$ cat src/rtl/inst_fetch.sv
// Instruction fetch stage: owns the PC, reads the combinational ROM and queues {pc, word}
// pairs in a small in-order FIFO drained by decode over a valid/ready handshake.
module inst_fetch #(
  parameter logic [31:0] RESET_PC = 32'h0040_0000,
  parameter int unsigned DEPTH    = 2,
  parameter int unsigned AW       = 12
) (
  input  logic          clk,
  input  logic          rst_n,
  output logic [AW-1:0] rom_addr,
  input  logic [31:0]   rom_data,
  input  logic          redirect,
  input  logic [31:0]   redirect_pc,
  output logic          inst_valid,
  input  logic          inst_ready,
  output logic [31:0]   inst,
  output logic [31:0]   inst_pc
);

  localparam int unsigned PW = (DEPTH > 2) ? $clog2(DEPTH) : 1;
  localparam logic [PW:0] DepthCnt = (PW+1)'(DEPTH);

  logic [31:0]   pc_q, pc_d;
  logic [PW-1:0] wr_ptr_q, wr_ptr_d;
  logic [PW-1:0] rd_ptr_q, rd_ptr_d;
  logic [PW:0]   count_q, count_d;

  logic [31:0] mem_pc   [DEPTH];
  logic [31:0] mem_word [DEPTH];

  logic pop;
  logic push;

  assign rom_addr = pc_q[AW-1:0];

  // Head outputs depend on FIFO state only; an empty FIFO presents the NOP encoding.
  always_comb begin
    inst_valid = (count_q != '0);
    inst       = 32'h0;
    inst_pc    = 32'h0;
    if (inst_valid) begin
      inst    = mem_word[rd_ptr_q];
      inst_pc = mem_pc[rd_ptr_q];
    end
  end

  assign pop  = inst_valid & inst_ready;
  assign push = ~redirect & ((count_q < DepthCnt) | pop);

  always_comb begin
    pc_d     = pc_q;
    wr_ptr_d = wr_ptr_q;
    rd_ptr_d = rd_ptr_q;
    count_d  = count_q;
    if (redirect) begin
      // A pop in this cycle has already completed; flushing discards only what remains.
      pc_d     = redirect_pc & ~32'h3;
      wr_ptr_d = '0;
      rd_ptr_d = '0;
      count_d  = '0;
    end else begin
      if (push) begin
        pc_d     = pc_q + 32'd4;
        wr_ptr_d = wr_ptr_q + PW'(1);
      end
      if (pop) begin
        rd_ptr_d = rd_ptr_q + PW'(1);
      end
      if (push && !pop) begin
        count_d = count_q + (PW+1)'(1);
      end else if (pop && !push) begin
        count_d = count_q - (PW+1)'(1);
      end
    end
  end

  always_ff @(posedge clk or negedge rst_n) begin
    if (!rst_n) begin
      pc_q     <= RESET_PC;
      wr_ptr_q <= '0;
      rd_ptr_q <= '0;
      count_q  <= '0;
    end else begin
      pc_q     <= pc_d;
      wr_ptr_q <= wr_ptr_d;
      rd_ptr_q <= rd_ptr_d;
      count_q  <= count_d;
    end
  end

  // Storage needs no reset: entries are only visible while count_q says they are valid.
  always_ff @(posedge clk) begin
    if (push) begin
      mem_pc[wr_ptr_q]   <= pc_q;
      mem_word[wr_ptr_q] <= rom_data;
    end
  end

endmodule
$ cat config.mk
export PLATFORM = sky130hd
export DESIGN_NAME = inst_fetch
export DESIGN_NICKNAME = d
export VERILOG_FILES = /design/src/rtl/inst_fetch.sv
export SDC_FILE = /design/constraint.sdc
export NUM_CORES = 1
export LEC_CHECK = 0
export BUFFER_PORTS_ARGS = -buffer_cell sky130_fd_sc_hd__buf_2
export CAP_MARGIN = 20
export CORE_ASPECT_RATIO = 1.2
export CORE_UTILIZATION = 54
export CTS_CLUSTER_DIAMETER = 200
export CTS_CLUSTER_SIZE = 12
export DETAILED_ROUTE_END_ITERATION = 16
export MAX_ROUTING_LAYER = met4
export PLACE_DENSITY = 0.86
export SLEW_MARGIN = 10
export SYNTH_ARGS = -nofsm -noshare
export SYNTH_HDL_FRONTEND = slang
export SYNTH_SLANG_ARGS = --single-unit
$ cat constraint.sdc
create_clock -name clk -period 6.65 [get_ports clk]
set_input_delay 0.9975 -clock clk [delete_from_list [all_inputs] [get_ports clk]]
set_output_delay 0.9975 -clock clk [all_outputs]
set_load 0.02 [all_outputs]
== Yosys cells after proc, flatten, opt, wreduce, memory -nomap -nowiden ==
Memory sizes are Yosys's and may differ from the RTL's.
Cells that the tools add are included.
Operators by class
  add/subtract/negate cells: 5
  magnitude comparators: 1
  multiplexer cells: 13
  bitwise logic cells: 4
  reductions and logical operators: 8
Operators with widths (number)
  $mux 32: 4
  $add 32x3->32 const B: 1
  $mux 1: 6
  $mux 2: 3
  $reduce_bool 2->1: 3
  $reduce_bool 3->1: 1
  $add 1x1->1 const B: 2
  $add 2x1->2 const B: 1
  $and 1x1->1: 2
  $logic_and 1x1->1: 2
  $logic_not 1->1: 2
  $lt 2x2->1 const B: 1
  $sub 2x1->2 const B: 1
  $not 1->1: 1
  $or 1x1->1: 1
Storage, ports and cells
  flip-flop bits (word level): 36
  memory bits (writable): 128
  input port bits: 68
  output and inout bits: 77
  word-level logic and storage cells: 37
  memories kept: 2
Memory list
  mem_pc: depth 2, bits a word 32, rd ports 1, clocked after memory_dff 0, write ports 1, RTL line 28  | logic [31:0] mem_pc [DEPTH];
  mem_word: depth 2, bits a word 32, rd ports 1, clocked after memory_dff 0, write ports 1, RTL line 29  | logic [31:0] mem_word [DEPTH];

== Depth between registers and ports, before layout ==
  word-level depth: 9
  mapped depth: 7
  mapped depth without buffers: 5

== Least setup slack after synthesis ==
No wires, ideal clock.
  path type: input to register
  start point: in redirect
  end point: mem mem_pc[0][10] (enable)
  library setup time: 559 ps
  arrival time: 5649 ps
  data required time: 6091 ps
  setup slack: 442 ps
  stages: 3
  path buffers: 2
  cells stage by stage: clkbuf_1 -> clkbuf_1 -> nor3_1
On the way
  cells in the longest elaborated chain, start to end: 4
Ends and longest elaborated chain
  start: declaration: RTL line 12  | input logic redirect,
  $not 1->1: RTL line 48  | assign push = ~redirect & ((count_q < DepthCnt) | pop);
  $and 1x1->1: RTL line 48
  $mux 1: RTL line 93  | if (push) begin
  $mux 1 (implied by the code): RTL line 94  | mem_pc[wr_ptr_q] <= pc_q;
  end: declaration: RTL line 28
No other way between the ends.

== Final worst setup path ==
  start point: in redirect
  end point: mem mem_pc[1][15] (enable)
The elaborated chain is that of the path after synthesis.

==> summary.md <==
| Metric | Value |
|---|---|
| GP Congestion | around 0.81 |
| CTS clk-pin slew, worst paths | around 0.060 ns |
| Detail Route Antenna Nets | 0 |
| NumNets Final | between 600 and 700 |
| Vias per Instance | 5.47 |
| Switch Pwr | 0.000657 W |
| Endpoint class of the critical path | flop |
| Achievable Freq | approximately 310 MHz |
| Resize count post-CTS | 0 |
| Crit path max fanout | 62 |
| Die area | 12800 um^2 |
| Buffer count from post-CTS setup fixing | 0 |
| Multi-input gate area | around 1900 um^2 |
| GRT Overall Usage | between 20 and 25% |
| Share of layout cells above drive strength 1 | between 20% and 30% |
| Tcrit/Tclk final | a little under half |
| First-pass detailed-route iteration total | 5 |
| RSZ-0062 raised after global routing | no |
| IO Port Bufs | 138 |
| Initial antenna violation count | 0 |
| Drt initial violations | ~320 |
| Main flop type after synthesis | edfxtp_1 |
| Clk_lat worst skew | slightly above 0.4 ns |
| Post-Synthesis Cells | between 400 and 500 |
| Initial core utilization | 55.3% |
| # DRC | 0 |
| Std cell rows | 44 |
| Reg area | 4580 um^2 |
| Final setup TNS | 0 ns |
| Int Pwr | approximately 0.0018 W |
| Count leader, synth | edfxtp_1 |
| Grt ovf | 0 |
| Clk pwr share | between 30% and 40% |
| Status | completed |
| Yosys Warn Count | 0 |
| Synth area leader | edfxtp_1 |
| Layout Utilization | ~66% |
| Number of global-route vias before repair | ~4000 |
| Number of synthesized register bits | ~160 |
| Clock skew | around 0.0087 ns |
| Hold-fix buffers at CTS | 0 |
| Antenna Cells | 0 |
| Routed WL per cell | 16.4 um |
| DR vias | 4331 |
| Critical path class | in2reg |
| Routed WL | ~13 mm |
| Largest cells by area after synthesis | edfxtp_1, dfrtp_1, mux2i_1 |
| Final Instance Area | around 8000 um^2 |
| Fin crit period | 3.19 ns |
| Layout fillers | between 800 and 900 |
| Synthesized area | roughly 6700 um^2 |
| Final hold violations | 0 |
| Endpoints failing setup | 0 |
| Clock Tree Buf Depth | 2 |
| Area fraction of the dominant cell type after synthesis | between 50 and 60% |
| Fin worst setup slack | roughly 3.5 ns |
| Crit path DAT | approximately 3.3 ns |
| Leakage | approximately 3.1 nW |
| Die width | ~100 um |
| Pwr/cell area | slightly above 300 nW/um^2 |
| Worst Hold Class | reg2reg |
| CTS tree | built |
| Peak supply drop | 0.140 mV |
| Synth cell count leaders | edfxtp_1, nor2_1, mux2i_1 |
| Pins Over Slew Limit | 0 |
| CP required | 6.71 ns |
| Largest net degree at the start of global routing | 64 |
| Die span in y | roughly 120 um |
| CTS Buf Count | 17 |
| Global-route wire length before repair | around 19 mm |
| Place WS | 3.07 ns |
| R2R setup slack | between 4 and 5 ns |
| CTS H-Tree Depth | 4 |
| Io pins | 145 |
| Max cap viols | 0 |
| Distinct cells, synth | 38 |
| Detailed Place HPWL | between 8 and 9 mm |
| Seq/Total Area, Yosys | between 60% and 70% |
| Post-synth EDFFs | 124 |
| Seq pwr share | a little over 50% |
| Combinational share of power | approximately an eighth |
| Core region area | 12100 um^2 |
| Worst Max-Slew Pin Slew | about 1.1 ns |
| # clock sinks | ~160 |
| Root buffer cell | clkbuf_16 |
| Switching Fraction | between 20% and 30% |
| CP startpoint kind | input port |
| Async SR Flop Fraction | between 20% and 30% |
| Slew HR | roughly a quarter |
| Area Growth Syn to Fin | 19.0% |
| Area after DPL | about 7400 um^2 |
| Syn avg cell area | ~13 um^2 |
-- through the flow --
stage               total power, W  cells  hold slack (ns)
detailed placement         0.00157    760            0.509
global placement           0.00155    760            0.495
CTS                        0.00246    792            0.524
finish                     0.00244    792            0.537
global route               0.00254    792            0.546
floorplan                  0.00146    501            0.456
-- registers in the layout, summed over array words and instances, names as in the netlist --
signal,cells
count_q,2
mem_pc,60
mem_word,64
pc_q,30
rd_ptr_q,1
wr_ptr_q,1
-- critical path, stage by stage --
cell and delay [ns]:
buf_2 0.47, clkinv_1 0.88, and3_2 0.49, buf_4 0.36
-- power groups by stage --
stage                     clock network (W)  registers, W  logic [W]
after global routing               0.000944       0.00124   0.000356
after floorplan                           0       0.00121   0.000246
after CTS                          0.000904       0.00123   0.000328
final                              0.000889       0.00123   0.000324
after detailed placement                  0       0.00125   0.000325
after global placement                    0       0.00124   0.000317
-- final cells by class --
class | instances | area share, %
Tap cell | 161 | 2.54
Multi-Input combinational cell | 291 | 23.4
Sequential cell | 158 | 57.7
Clock buffer | 18 | 5.68
Clock inverter | 14 | 1.31
Timing Repair Buffer | 141 | 8.99
Inverter | 9 | 0.426
-- placed cells by master, fill, tap and decap left out, types with 2 or more instances in the layout --
cell,n
buf_2,138
edfxtp_1,124
nor2_1,82
mux2i_1,63
dfrtp_1,32
nand2_1,27
clkbuf_16,18
or4_1,17
a31oi_1,14
nand3_1,12
o21ai_0,12
o31ai_1,11
inv_1,8
nand4_1,6
xnor2_1,6
inv_6,5
or3_1,4
o211ai_1,4
xor2_1,4
conb_1,4
clkinv_2,4
a21oi_1,3
and3_1,3
nor4b_1,3
clkinv_4,3
buf_4,3
or4b_1,2
nor3_1,2
-- per-layer routing --
metal,track usage [%],wire length (um),vias to the layer above
li1,-,-,2068
met1,25.1,5240,2055
met2,33.5,6700,176
met3,3.76,736,32
met4,10.6,287,0
met5,-,0,-
-- kinds of logic after synthesis --
family                     after synthesis  synth area share, %
and+or+nand+nor                        165                 11.7
muxes                                   63                 9.46
other                                    1               0.0562
DFF                                    158                 68.6
adders and majority gates                1                0.188
buffers and inverters                   52                 3.96
AOI/OAI and AO/OA                       48                 4.67
xor gates and xnor gates                10                 1.31
-- path summary, 6_finish.rpt --
kind / from / end / cells after the start
max: redirect / mem_pc[1][15]$_DFFE_PP_ / 4
min: pc_q[27]$_DFFE_PN0P_ / mem_pc[0][27]$_DFFE_PP_ / 0
max reg2reg: pc_q[6]$_DFFE_PN0P_ / pc_q[21]$_DFFE_PN0P_ / 4
min reg2reg: pc_q[27]$_DFFE_PN0P_ / mem_pc[0][27]$_DFFE_PP_ / 0
max in group asynchronous: rst_n / rd_ptr_q$_DFFE_PN0P_ / 1
min in group asynchronous: rst_n / pc_q[8]$_DFFE_PN0P_ / 1
No activity file was read; power rests on OpenSTA's default activity.
